**src/rtl/mem_access_pkg.sv**
```systemverilog
// Shared types for the memory-access stage.
//   mem_access_state_t : stage FSM states (IDLE, REQ, WAIT, DONE)
//   wb_rec_t           : write-back record (reg_write, rd, data, misalign)
// The record is sized by MA_DATA_W / MA_RD_W. The stage's WIDTH / RD_W
// default to these and must not exceed them.
package mem_access_pkg;

  localparam int MA_DATA_W = 32;
  localparam int MA_RD_W   = 3;

  typedef enum logic [1:0] {
    IDLE = 2'd0,
    REQ  = 2'd1,
    WAIT = 2'd2,
    DONE = 2'd3
  } mem_access_state_t;

  typedef struct packed {
    logic                 reg_write;
    logic [MA_RD_W-1:0]   rd;
    logic [MA_DATA_W-1:0] data;
    logic                 misalign;
  } wb_rec_t;

endpackage

```
**src/rtl/mem_access_stage.sv**
```systemverilog
// Memory-access stage. Accepts one decoded instruction at a time, issues at
// most one data-memory request (valid/ready), waits for the single-cycle
// response pulse and presents one write-back record (valid/ready).
// Non-memory ops reach write-back one cycle after acceptance.
//
// Ports:
//   clk, rst                         clock, synchronous active-high reset
//   in_valid / in_ready              upstream handshake
//   mem_read, mem_write, reg_write   decode bits
//   rd, alu_result, store_data       destination tag, address/result, store data
//   req_valid / req_ready            memory request handshake
//   req_we, req_addr, req_wdata      request fields (registered)
//   resp_valid, resp_rdata           memory response pulse and load data
//   wb_valid / wb_ready              write-back handshake
//   wb_reg_write, wb_rd, wb_data     write-back record
//   misalign                         misaligned-access flag, valid with wb_valid
//
// Configuration macro: MEM_ACCESS_ALIGN_CHECK_EN
//   defined   : memory ops with alu_result[1:0] != 0 skip the request and
//               complete at once with misalign = 1, wb_reg_write = 0.
//   undefined : misalign is always 0; every memory op issues a request.
module mem_access_stage
  import mem_access_pkg::*;
#(
  parameter int WIDTH = MA_DATA_W,
  parameter int RD_W  = MA_RD_W
) (
  input  logic             clk,
  input  logic             rst,
  input  logic             in_valid,
  output logic             in_ready,
  input  logic             mem_read,
  input  logic             mem_write,
  input  logic             reg_write,
  input  logic [RD_W-1:0]  rd,
  input  logic [WIDTH-1:0] alu_result,
  input  logic [WIDTH-1:0] store_data,
  output logic             req_valid,
  input  logic             req_ready,
  output logic             req_we,
  output logic [WIDTH-1:0] req_addr,
  output logic [WIDTH-1:0] req_wdata,
  input  logic             resp_valid,
  input  logic [WIDTH-1:0] resp_rdata,
  output logic             wb_valid,
  input  logic             wb_ready,
  output logic             wb_reg_write,
  output logic [RD_W-1:0]  wb_rd,
  output logic [WIDTH-1:0] wb_data,
  output logic             misalign
);

  mem_access_state_t state_q, state_d;
  wb_rec_t           wb_q, wb_d;
  logic              req_we_q, req_we_d;
  logic [WIDTH-1:0]  req_addr_q, req_addr_d;
  logic [WIDTH-1:0]  req_wdata_q, req_wdata_d;
  logic              accept;

  // DONE can hand off and take a new instruction in the same cycle.
  assign in_ready = (state_q == IDLE) | ((state_q == DONE) & wb_ready);
  assign accept   = in_valid & in_ready;

  always_comb begin
    state_d     = state_q;
    wb_d        = wb_q;
    req_we_d    = req_we_q;
    req_addr_d  = req_addr_q;
    req_wdata_d = req_wdata_q;

    case (state_q)
      IDLE: ;
      REQ:  if (req_ready) state_d = WAIT;
      // Responses are only looked at here; strays in other states drop.
      WAIT: if (resp_valid) begin
        state_d = DONE;
        wb_d.data = req_we_q ? MA_DATA_W'(req_wdata_q) : MA_DATA_W'(resp_rdata);
      end
      DONE: if (wb_ready) state_d = IDLE;
      default: state_d = IDLE;
    endcase

    // Accept overrides the DONE->IDLE exit for back-to-back operation.
    if (accept) begin
      wb_d.rd        = MA_RD_W'(rd);
      wb_d.data      = MA_DATA_W'(alu_result);
      wb_d.reg_write = reg_write;
      wb_d.misalign  = 1'b0;
      req_addr_d     = alu_result;
      req_wdata_d    = store_data;
      req_we_d       = mem_write;  // store wins when both decode bits set
      if (mem_read | mem_write) begin
`ifdef MEM_ACCESS_ALIGN_CHECK_EN
        if (alu_result[1:0] != 2'b00) begin
          state_d        = DONE;
          wb_d.misalign  = 1'b1;
          wb_d.reg_write = 1'b0;
        end else begin
`else
        begin
`endif
          state_d        = REQ;
          wb_d.reg_write = reg_write & ~mem_write;
        end
      end else begin
        state_d = DONE;
      end
    end
  end

  always_ff @(posedge clk) begin
    if (rst) begin
      state_q     <= IDLE;
      wb_q        <= '0;
      req_we_q    <= 1'b0;
      req_addr_q  <= '0;
      req_wdata_q <= '0;
    end else begin
      state_q     <= state_d;
      wb_q        <= wb_d;
      req_we_q    <= req_we_d;
      req_addr_q  <= req_addr_d;
      req_wdata_q <= req_wdata_d;
    end
  end

  assign req_valid    = (state_q == REQ);
  assign req_we       = req_we_q;
  assign req_addr     = req_addr_q;
  assign req_wdata    = req_wdata_q;
  assign wb_valid     = (state_q == DONE);
  assign wb_reg_write = wb_q.reg_write;
  assign wb_rd        = RD_W'(wb_q.rd);
  assign wb_data      = WIDTH'(wb_q.data);
  assign misalign     = wb_q.misalign;

endmodule

```
**config.mk**
```make
export PLATFORM = sky130hd
export DESIGN_NAME = mem_access_stage
export DESIGN_NICKNAME = d
export VERILOG_FILES = /design/src/rtl/mem_access_pkg.sv /design/src/rtl/mem_access_stage.sv
export SDC_FILE = /design/constraint.sdc
export NUM_CORES = 1
export LEC_CHECK = 0
export CAP_MARGIN = 5
export CORE_ASPECT_RATIO = 0.75
export CORE_MARGIN = 4
export CORE_UTILIZATION = 42
export DETAILED_ROUTE_END_ITERATION = 7
export GPL_TIMING_DRIVEN = 0
export PLACE_DENSITY = 0.77
export SYNTH_ARGS = -nofsm -noshare
export SYNTH_HDL_FRONTEND = slang
export SYNTH_SLANG_ARGS = --single-unit
```
**constraint.sdc**
```tcl
create_clock -name clk -period 1.85 [get_ports clk]
set_clock_uncertainty 0.05 [all_clocks]
set_input_delay 0.185 -clock clk [delete_from_list [all_inputs] [get_ports clk]]
set_output_delay 0.185 -clock clk [all_outputs]
set_load 0.005 [all_outputs]
```
==> flow_summary_export.csv, run 1 <==
group,metric,value,unit
outcome,status,"finished clean",
cts,hold_buffers,0,
sta,hold_slack,0.388,ns
critical_path,cp_slowest_cell,"sky130_fd_sc_hd__nand4_1",
finish,nNetsFinal,822,
drt,route.detailed.vias_per_inst,5.86,
power_and_ir_drop,power_density,844,nW/um^2
worst_hold_path,hold_start,"store_data[23]",
finish,antenna-diode-count,0,
yosys,synth.net_count,601,
yosys,syn_warnings,0,
critical_path,critical_path_arrival,1.93,ns
critical_path,path_max_fanout,10,
sta,count_of_final_setup_violators,0,
yosys,synth_area_per_cell,9.58,um^2
flow_run,max-cap-violations,0,
critical_path,timing.critical_path.to_type,"flop",
die,std_cell_rows,33,
power_and_ir_drop,leakagePower,2.48,nW
worst_hold_path,worstHoldPathType,"in -> reg",
sta,finalSetupTns,0,ns
die,fp.dieW,130,um
die,design.portCount,213,
grt,grt_util_all_layers,27.4,%
sta,final-max-slew-violation-count,0,
finish,synthToLayoutAreaGrowth,55.0,%
critical_path,r2r_cells,6,
critical_path,slowest_delay,0.41,ns
yosys,dominantRegCellSynth,"sky130_fd_sc_hd__dfxtp_1",
critical_path,critPathMostFrequentCell,"sky130_fd_sc_hd__buf_4",
die,floorplan.die.height,99.8,um
cts,clockBufferDepth,2,
drt,drtIter0Drc,478,
yosys,netlist-cell-type-count,31,
die,initial_utilization,43.1,%
sta,worst_pin_slew,0.762,ns
critical_path,r2r_setup_slack,0.07,ns
critical_path,series_of_cell_instances_along_the_critical_path,"buf_6 -> nand4_1 -> buf_4 -> buf_4 -> nand3_2 -> a21oi_2",
drt,postRouteWirelength,18100,um
yosys,synth_top_area_cell,"sky130_fd_sc_hd__dfxtp_1",
sta,finalHoldViolations,0,
cts,clk_pin_slew,0.07,ns
place,gp_congestion,0.879,
worst_hold_path,worst_hold_path.num_cells,3,
yosys,synthesis.instances,493,
grt,grt_antenna_before_repair,0,
critical_path,critical_path.reg2reg.startpoint,"state_q[1]$_SDFFE_PP0P_",
grt,grt_pass1_vias,4941,
yosys,synth.top_cell.area_share,43.7,%
drt,dr.pass1.iters,5,
power_and_ir_drop,irDropWorstVdd,0.507,mV
finish,fillerInstances,890,
sta,period_share,96.2,%
critical_path,crit_reg_reg_endpoint,"req_addr[30]$_SDFFE_PP0P_",
drt,via_count,5028,
finish,final_layout_size_suffix_gt1_share,15.2,%
die,design.die.area,13000,um^2
critical_path,endpoint_required_time_on_the_critical_path,2.00,ns
yosys,synth_edf_count,0,
yosys,synthTopCellsByArea,"sky130_fd_sc_hd__dfxtp_1 (44%), sky130_fd_sc_hd__o211ai_1 (11%), sky130_fd_sc_hd__mux2_2 (7.6%)",
drt,postRouteAntennaNets,0,
cts,tritoncts,"yes",
place,dp_hpwl,13600,um
critical_path,critical_path.startpoint_type,"flop",
sta,layout_min_cycle_time,1.78,ns
critical_path,crit_type,"reg -> reg",
sta,fmaxAchievable,0.562,GHz
drt,avgRoutedWirePerCell,21.1,um
die,design.core.area,10900,um^2
yosys,asyncSetResetFlopFracSynth,0,%
place,port-buffer-count,210,
yosys,ys_seq_area_share,43.7,%
yosys,cell_area_synth,4720,um^2
grt,pin_count_of_the_biggest_net_entering_global_routing,18,
cts,numClockSinks,103,
cts,root_buffer,"sky130_fd_sc_hd__clkbuf_16",
drt,drc,0,
cts,clkLatencyLatePin,0.34,ns
worst_hold_path,holdPathEnd,"req_wdata[23]$_SDFFE_PP0P_",
grt,grt_pass1_wl,27700,um
cts,cts_inserted_buffers,9,
yosys,ys_seq_elements,103,
sta,grt_setup_unrepaired,"false",
sta,timing.max_slew.rel_slack,49.2,%
grt,grt_overflow,0,
cts,cts.htree.levels,3,
## where the power goes
part / internal [mW] / leakage [nW] / switching (mW)
logic: 0.917 / 1.49 / 0.762
registers: 2.43 / 0.845 / 0.154
clock network: 1.05 / 0.140 / 0.864
## logic make-up after synthesis
group,count (synthesis),share of synthesized area [%]
buf+inv,67,7.42
mux,64,14.4
flops,103,43.7
compound gates,177,24.3
simple gates,81,10.1
other cells,1,0.0794
## repair_timing
item | 4_1_cts | 5_1_grt
pin swaps | 1 | 0
gates resized for setup | 9 | 6
buffers inserted | 3 | 0
endpoints found under the setup margin | 19 | 26
## layout by cell type (no fill, tap or decap), types with 2 or more instances in the layout
cell type                           n
sky130_fd_sc_hd__buf_4             12
sky130_fd_sc_hd__nand3_2           10
sky130_fd_sc_hd__clkbuf_1          25
sky130_fd_sc_hd__clkinvlp_4         2
sky130_fd_sc_hd__a21oi_1           63
sky130_fd_sc_hd__buf_6              7
sky130_fd_sc_hd__dfxtp_1          102
sky130_fd_sc_hd__o211ai_1          69
sky130_fd_sc_hd__mux2_2            32
sky130_fd_sc_hd__o22ai_1           32
sky130_fd_sc_hd__clkdlybuf4s50_1  209
sky130_fd_sc_hd__mux2i_1           32
sky130_fd_sc_hd__buf_2             16
sky130_fd_sc_hd__clkbuf_16          9
sky130_fd_sc_hd__nor2_1             2
sky130_fd_sc_hd__a21oi_2            9
sky130_fd_sc_hd__nand3_1           59
sky130_fd_sc_hd__clkbuf_2           3
sky130_fd_sc_hd__inv_1              3
sky130_fd_sc_hd__buf_1              2
## per-stage QoR
step / power (mW) / util, % / cell area (um^2) / setup slack [ns] / std cells
global placement: 4.23 / 64.0 / 7000 / -0.403 / 843
detailed placement: 4.27 / 64.0 / 7000 / -0.413 / 843
finish: 6.18 / 66.9 / 7320 / 0.0703 / 858
floorplan: 3.35 / - / 4720 / 0.355 / 493
global route: 6.44 / 66.9 / 7320 / 0.0226 / 858
CTS: 6.19 / 66.9 / 7320 / 0.0209 / 859
## registers in the layout (all words and copies together), names as in the netlist
| register | flops |
|---|---|
| req_addr | 32 |
| req_wdata | 32 |
| wb_data | 32 |
| wb_rd | 3 |
| state_q | 2 |
| req_we | 1 |
| wb_reg_write | 1 |
## routing by layer
layer  up-vias  GRT usage [%]  share of wire [%]
met5         -              0                  0
met4         0           4.98                1.2
met1      2436           37.6                 43
met2       274           42.6                 45
li1       2297              -                  -
met3        21           9.10                 11
## Yosys cell counts, types with 2 or more instances
cell and count:
sky130_fd_sc_hd__buf_1 2, sky130_fd_sc_hd__inv_1 3, sky130_fd_sc_hd__mux2_2 32, sky130_fd_sc_hd__a21oi_2 9
sky130_fd_sc_hd__o211ai_1 69, sky130_fd_sc_hd__buf_4 8, sky130_fd_sc_hd__clkbuf_1 29, sky130_fd_sc_hd__dfxtp_1 103
sky130_fd_sc_hd__buf_2 19, sky130_fd_sc_hd__buf_6 6, sky130_fd_sc_hd__nand3_1 59, sky130_fd_sc_hd__mux2i_1 32
sky130_fd_sc_hd__o22ai_1 32, sky130_fd_sc_hd__nor2_1 2, sky130_fd_sc_hd__nand3_2 10, sky130_fd_sc_hd__a21oi_1 63
## worst max-delay path by stage
stage / end / slack (ns) / from / cells after the start
detailed placement: in_ready / -0.41 / wb_ready / 6
floorplan: req_addr[22]$_SDFFE_PP0P_ / 0.35 / state_q[1]$_SDFFE_PP0P_ / 7
CTS: in_ready / 0.02 / state_q[1]$_SDFFE_PP0P_ / 5
global route: req_addr[28]$_SDFFE_PP0P_ / 0.02 / state_q[1]$_SDFFE_PP0P_ / 6
finish: req_addr[30]$_SDFFE_PP0P_ / 0.07 / state_q[1]$_SDFFE_PP0P_ / 6
global placement: in_ready / -0.40 / wb_ready / 6
## worst max-delay path: cells and delay by family, from the launching register on
family | cells | cell delay, ns
simple gates | 2 | 0.50
flops | 1 | 0.33
compound gates | 1 | 0.05
buf+inv | 3 | 0.70
## final cells by class
class                      count  area, um^2  area share, %
buffer                        61         338           4.62
clock buffer                   9         225           3.08
clock inverter                 6        70.1          0.957
inverter                       3        11.3          0.154
multi-input combinational    323        2310           31.6
sequential                   103        2070           28.2
tap                          140         175           2.39
timing repair buffer         213        2120           29.0
No activity file was read; power rests on OpenSTA's default activity.
==> run 2, diff against run 1 <==
--- a/config.mk
+++ b/config.mk
@@ -9,9 +9,12 @@
 export CORE_ASPECT_RATIO = 0.75
 export CORE_MARGIN = 4
 export CORE_UTILIZATION = 42
+export CTS_BUF_LIST = sky130_fd_sc_hd__clkbuf_16
 export DETAILED_ROUTE_END_ITERATION = 7
 export GPL_TIMING_DRIVEN = 0
+export HOLD_SLACK_MARGIN = 0.05
 export PLACE_DENSITY = 0.77
+export REMOVE_ABC_BUFFERS = 1
 export SYNTH_ARGS = -nofsm -noshare
 export SYNTH_HDL_FRONTEND = slang
 export SYNTH_SLANG_ARGS = --single-unit
==> flow_summary_export.csv, run 2 (synthesized netlist as in run 1, its figures left out) <==
group,metric,value,unit
place,port-buffer-count,211,
drt,drc,0,
die,initial_utilization,43.1,%
sta,layout_min_cycle_time,1.82,ns
drt,route.detailed.vias_per_inst,5.81,
sta,fmaxAchievable,0.550,GHz
critical_path,path_max_fanout,42,
drt,postRouteWirelength,17300,um
critical_path,critical_path.startpoint_type,"flop",
cts,clockBufferDepth,2,
finish,most_common_cell_after_layout_fill_and_taps_aside,"sky130_fd_sc_hd__clkdlybuf4s50_1",
sta,worst_pin_slew,0.606,ns
sta,finalSetupTns,0,ns
critical_path,series_of_cell_instances_along_the_critical_path,"buf_4 -> or3b_4 -> buf_12 -> nand3_1 -> a21oi_1",
drt,detailroute.wirelength.met2,8180,um
worst_hold_path,holdPathEnd,"req_wdata[17]$_SDFFE_PP0P_",
drt,via_count,4807,
finish,nNetsFinal,791,
sta,final-max-slew-violation-count,0,
critical_path,r2r_cells,5,
cts,hold_buffers,0,
cts,clk_pin_slew,0.07,ns
place,dp_hpwl,10700,um
grt,grt_pass1_wl,26300,um
worst_hold_path,hold_start,"in_valid",
power_and_ir_drop,irDropWorstVdd,0.523,mV
critical_path,timing.critical_path.to_type,"flop",
sta,grt_setup_unrepaired,"true",
die,floorplan.die.height,99.8,um
drt,postRouteAntennaNets,0,
critical_path,cp_slowest_cell,"sky130_fd_sc_hd__or3b_4",
sta,finalHoldViolations,0,
grt,grt_util_all_layers,25.6,%
outcome,status,"finished clean",
grt,grt_pass1_vias,4934,
critical_path,cpLargestDelayFamily,"simple AND/OR/NAND/NOR gates",
grt,pin_count_of_the_biggest_net_entering_global_routing,55,
die,design.core.area,10900,um^2
critical_path,critical_path_source,"state_q[0]$_SDFFE_PP0P_",
sta,timing.max_slew.rel_slack,59.6,%
die,fp.dieW,130,um
critical_path,critical_path_arrival,1.96,ns
drt,dr.pass1.iters,5,
finish,final_layout_size_suffix_gt1_share,16.0,%
finish,seq_area,2070,um^2
critical_path,crit_type,"reg -> reg",
critical_path,critical_path.reg2reg.startpoint,"state_q[0]$_SDFFE_PP0P_",
drt,detail_route.wirelength.met1,6760,um
cts,cts_inserted_buffers,9,
grt,grt_antenna_before_repair,0,
sta,period_share,98.2,%
drt,topRoutingLayerUsed,"met4",
place,placedCellCount,791,
drt,avgRoutedWirePerCell,20.9,um
finish,fillerInstances,821,
critical_path,slowest_delay,0.62,ns
finish,utilization,68.2,%
critical_path,endpoint_required_time_on_the_critical_path,1.99,ns
cts,clkLatencyLatePin,0.34,ns
die,design.die.area,13000,um^2
cts,tritoncts,"yes",
critical_path,crit_reg_reg_endpoint,"req_wdata[10]$_SDFFE_PP0P_",
finish,final_cell_mix,"sky130_fd_sc_hd__clkdlybuf4s50_1 (206), sky130_fd_sc_hd__dfxtp_1 (100), sky130_fd_sc_hd__o211ai_1 (69)",
worst_hold_path,worst_hold_path.num_cells,3,
cts,root_buffer,"sky130_fd_sc_hd__clkbuf_16",
critical_path,r2r_setup_slack,0.03,ns
grt,grt_overflow,0,
die,design.portCount,213,
drt,drtIter0Drc,242,
finish,antenna-diode-count,0,
critical_path,cp.buffers_inverters,2,
finish,synthToLayoutAreaGrowth,58.0,%
place,gp_congestion,0.800,
finish,multi_input_area,2370,um^2
finish,stdcell_count,828,
die,std_cell_rows,33,
power_and_ir_drop,power_density,833,nW/um^2
flow_run,max-cap-violations,0,
drt,routed-wl-met3,2150,um
cts,cts.htree.levels,3,
sta,count_of_final_setup_violators,0,
worst_hold_path,worstHoldPathType,"in -> reg",
power_and_ir_drop,leakagePower,2.53,nW
cts,numClockSinks,103,
## run 2: cell count changes in the layout (fill, tap and decap cells not counted), sizes merged, moves of 2 or more
cell	previous run	this run
clkdlybuf4s50	209	206
buf	37	29
clkbuf	37	9
bufbuf	0	2
## run 2: worst reg2reg max path: stages (launching register included)
cell                      delay [ns]
sky130_fd_sc_hd__dfxtp_4        0.36
sky130_fd_sc_hd__buf_4          0.16
sky130_fd_sc_hd__or3b_4         0.62
sky130_fd_sc_hd__buf_12         0.28
sky130_fd_sc_hd__nand3_1        0.13
sky130_fd_sc_hd__a21oi_1        0.07
## run 2: stage by stage
step                      setup slack (ns)  hold WS (ns)  total power, mW  cell area (um^2)
after detailed placement             -1.35         0.406             4.23              6880
after global placement               -7.04         0.404             4.13              6670
after floorplan                      -1.81         0.197             3.22              4380
after CTS                           0.0112         0.244             6.23              7410
after global routing               -0.0149         0.255             6.49              7460
final                               0.0332         0.262             6.21              7460
## run 2: how the worst max path moves through the flow
| stage | to | slack, ns | cells past startpoint |
|---|---|---|---|
| after floorplan | wb_data[0]$_SDFFE_PP0P_ | -1.81 | 3 |
| after global placement | wb_data[28]$_SDFFE_PP0P_ | -7.04 | 4 |
| after detailed placement | wb_data[11]$_SDFFE_PP0P_ | -1.35 | 5 |
| after CTS | in_ready | 0.01 | 4 |
| after global routing | req_wdata[20]$_SDFFE_PP0P_ | -0.01 | 5 |
| final | req_wdata[10]$_SDFFE_PP0P_ | 0.03 | 5 |
## run 2: per-layer routing
layer	up-vias	track usage, %
met5	-	0
met4	0	6.17
met3	23	10.1
met2	263	42.2
met1	2282	31.7
li1	2239	-
## run 2: power breakdown
group	total, mW	internal, mW	switching (mW)
Sequential	2.57	2.43	0.146
Combinational	1.74	0.981	0.757
Clock	1.90	1.05	0.848
Total	6.21	4.46	1.75
## run 2: timing repair
| item | CTS | global route |
|---|---|---|
| pin swaps | 4 | 4 |
| buffers inserted | 12 | 4 |
| gates cloned | 5 | 0 |
| endpoints found under the hold margin | 0 | 0 |
| endpoints found under the setup margin | 105 | 51 |
| gates resized for setup | 11 | 3 |
## run 2: final cells by class
| class | count | area share, % |
|---|---|---|
| well taps | 140 | 2.35 |
| multi-input cells | 326 | 31.7 |
| clock buffers | 9 | 3.02 |
| inverters | 3 | 0.151 |
| clock inverters | 7 | 0.956 |
| flip-flops and latches | 103 | 27.8 |
| repair buffers | 240 | 34.0 |
==> run 3, diff against run 2 <==
--- a/config.mk
+++ b/config.mk
@@ -12,9 +12,10 @@
 export CTS_BUF_LIST = sky130_fd_sc_hd__clkbuf_16
 export DETAILED_ROUTE_END_ITERATION = 7
 export GPL_TIMING_DRIVEN = 0
-export HOLD_SLACK_MARGIN = 0.05
+export HOLD_SLACK_MARGIN = 0.1
 export PLACE_DENSITY = 0.77
 export REMOVE_ABC_BUFFERS = 1
 export SYNTH_ARGS = -nofsm -noshare
 export SYNTH_HDL_FRONTEND = slang
 export SYNTH_SLANG_ARGS = --single-unit
+export TNS_END_PERCENT = 100
==> results of run 3 <==
Final layout, timing and power as in run 2 (identical DEF).
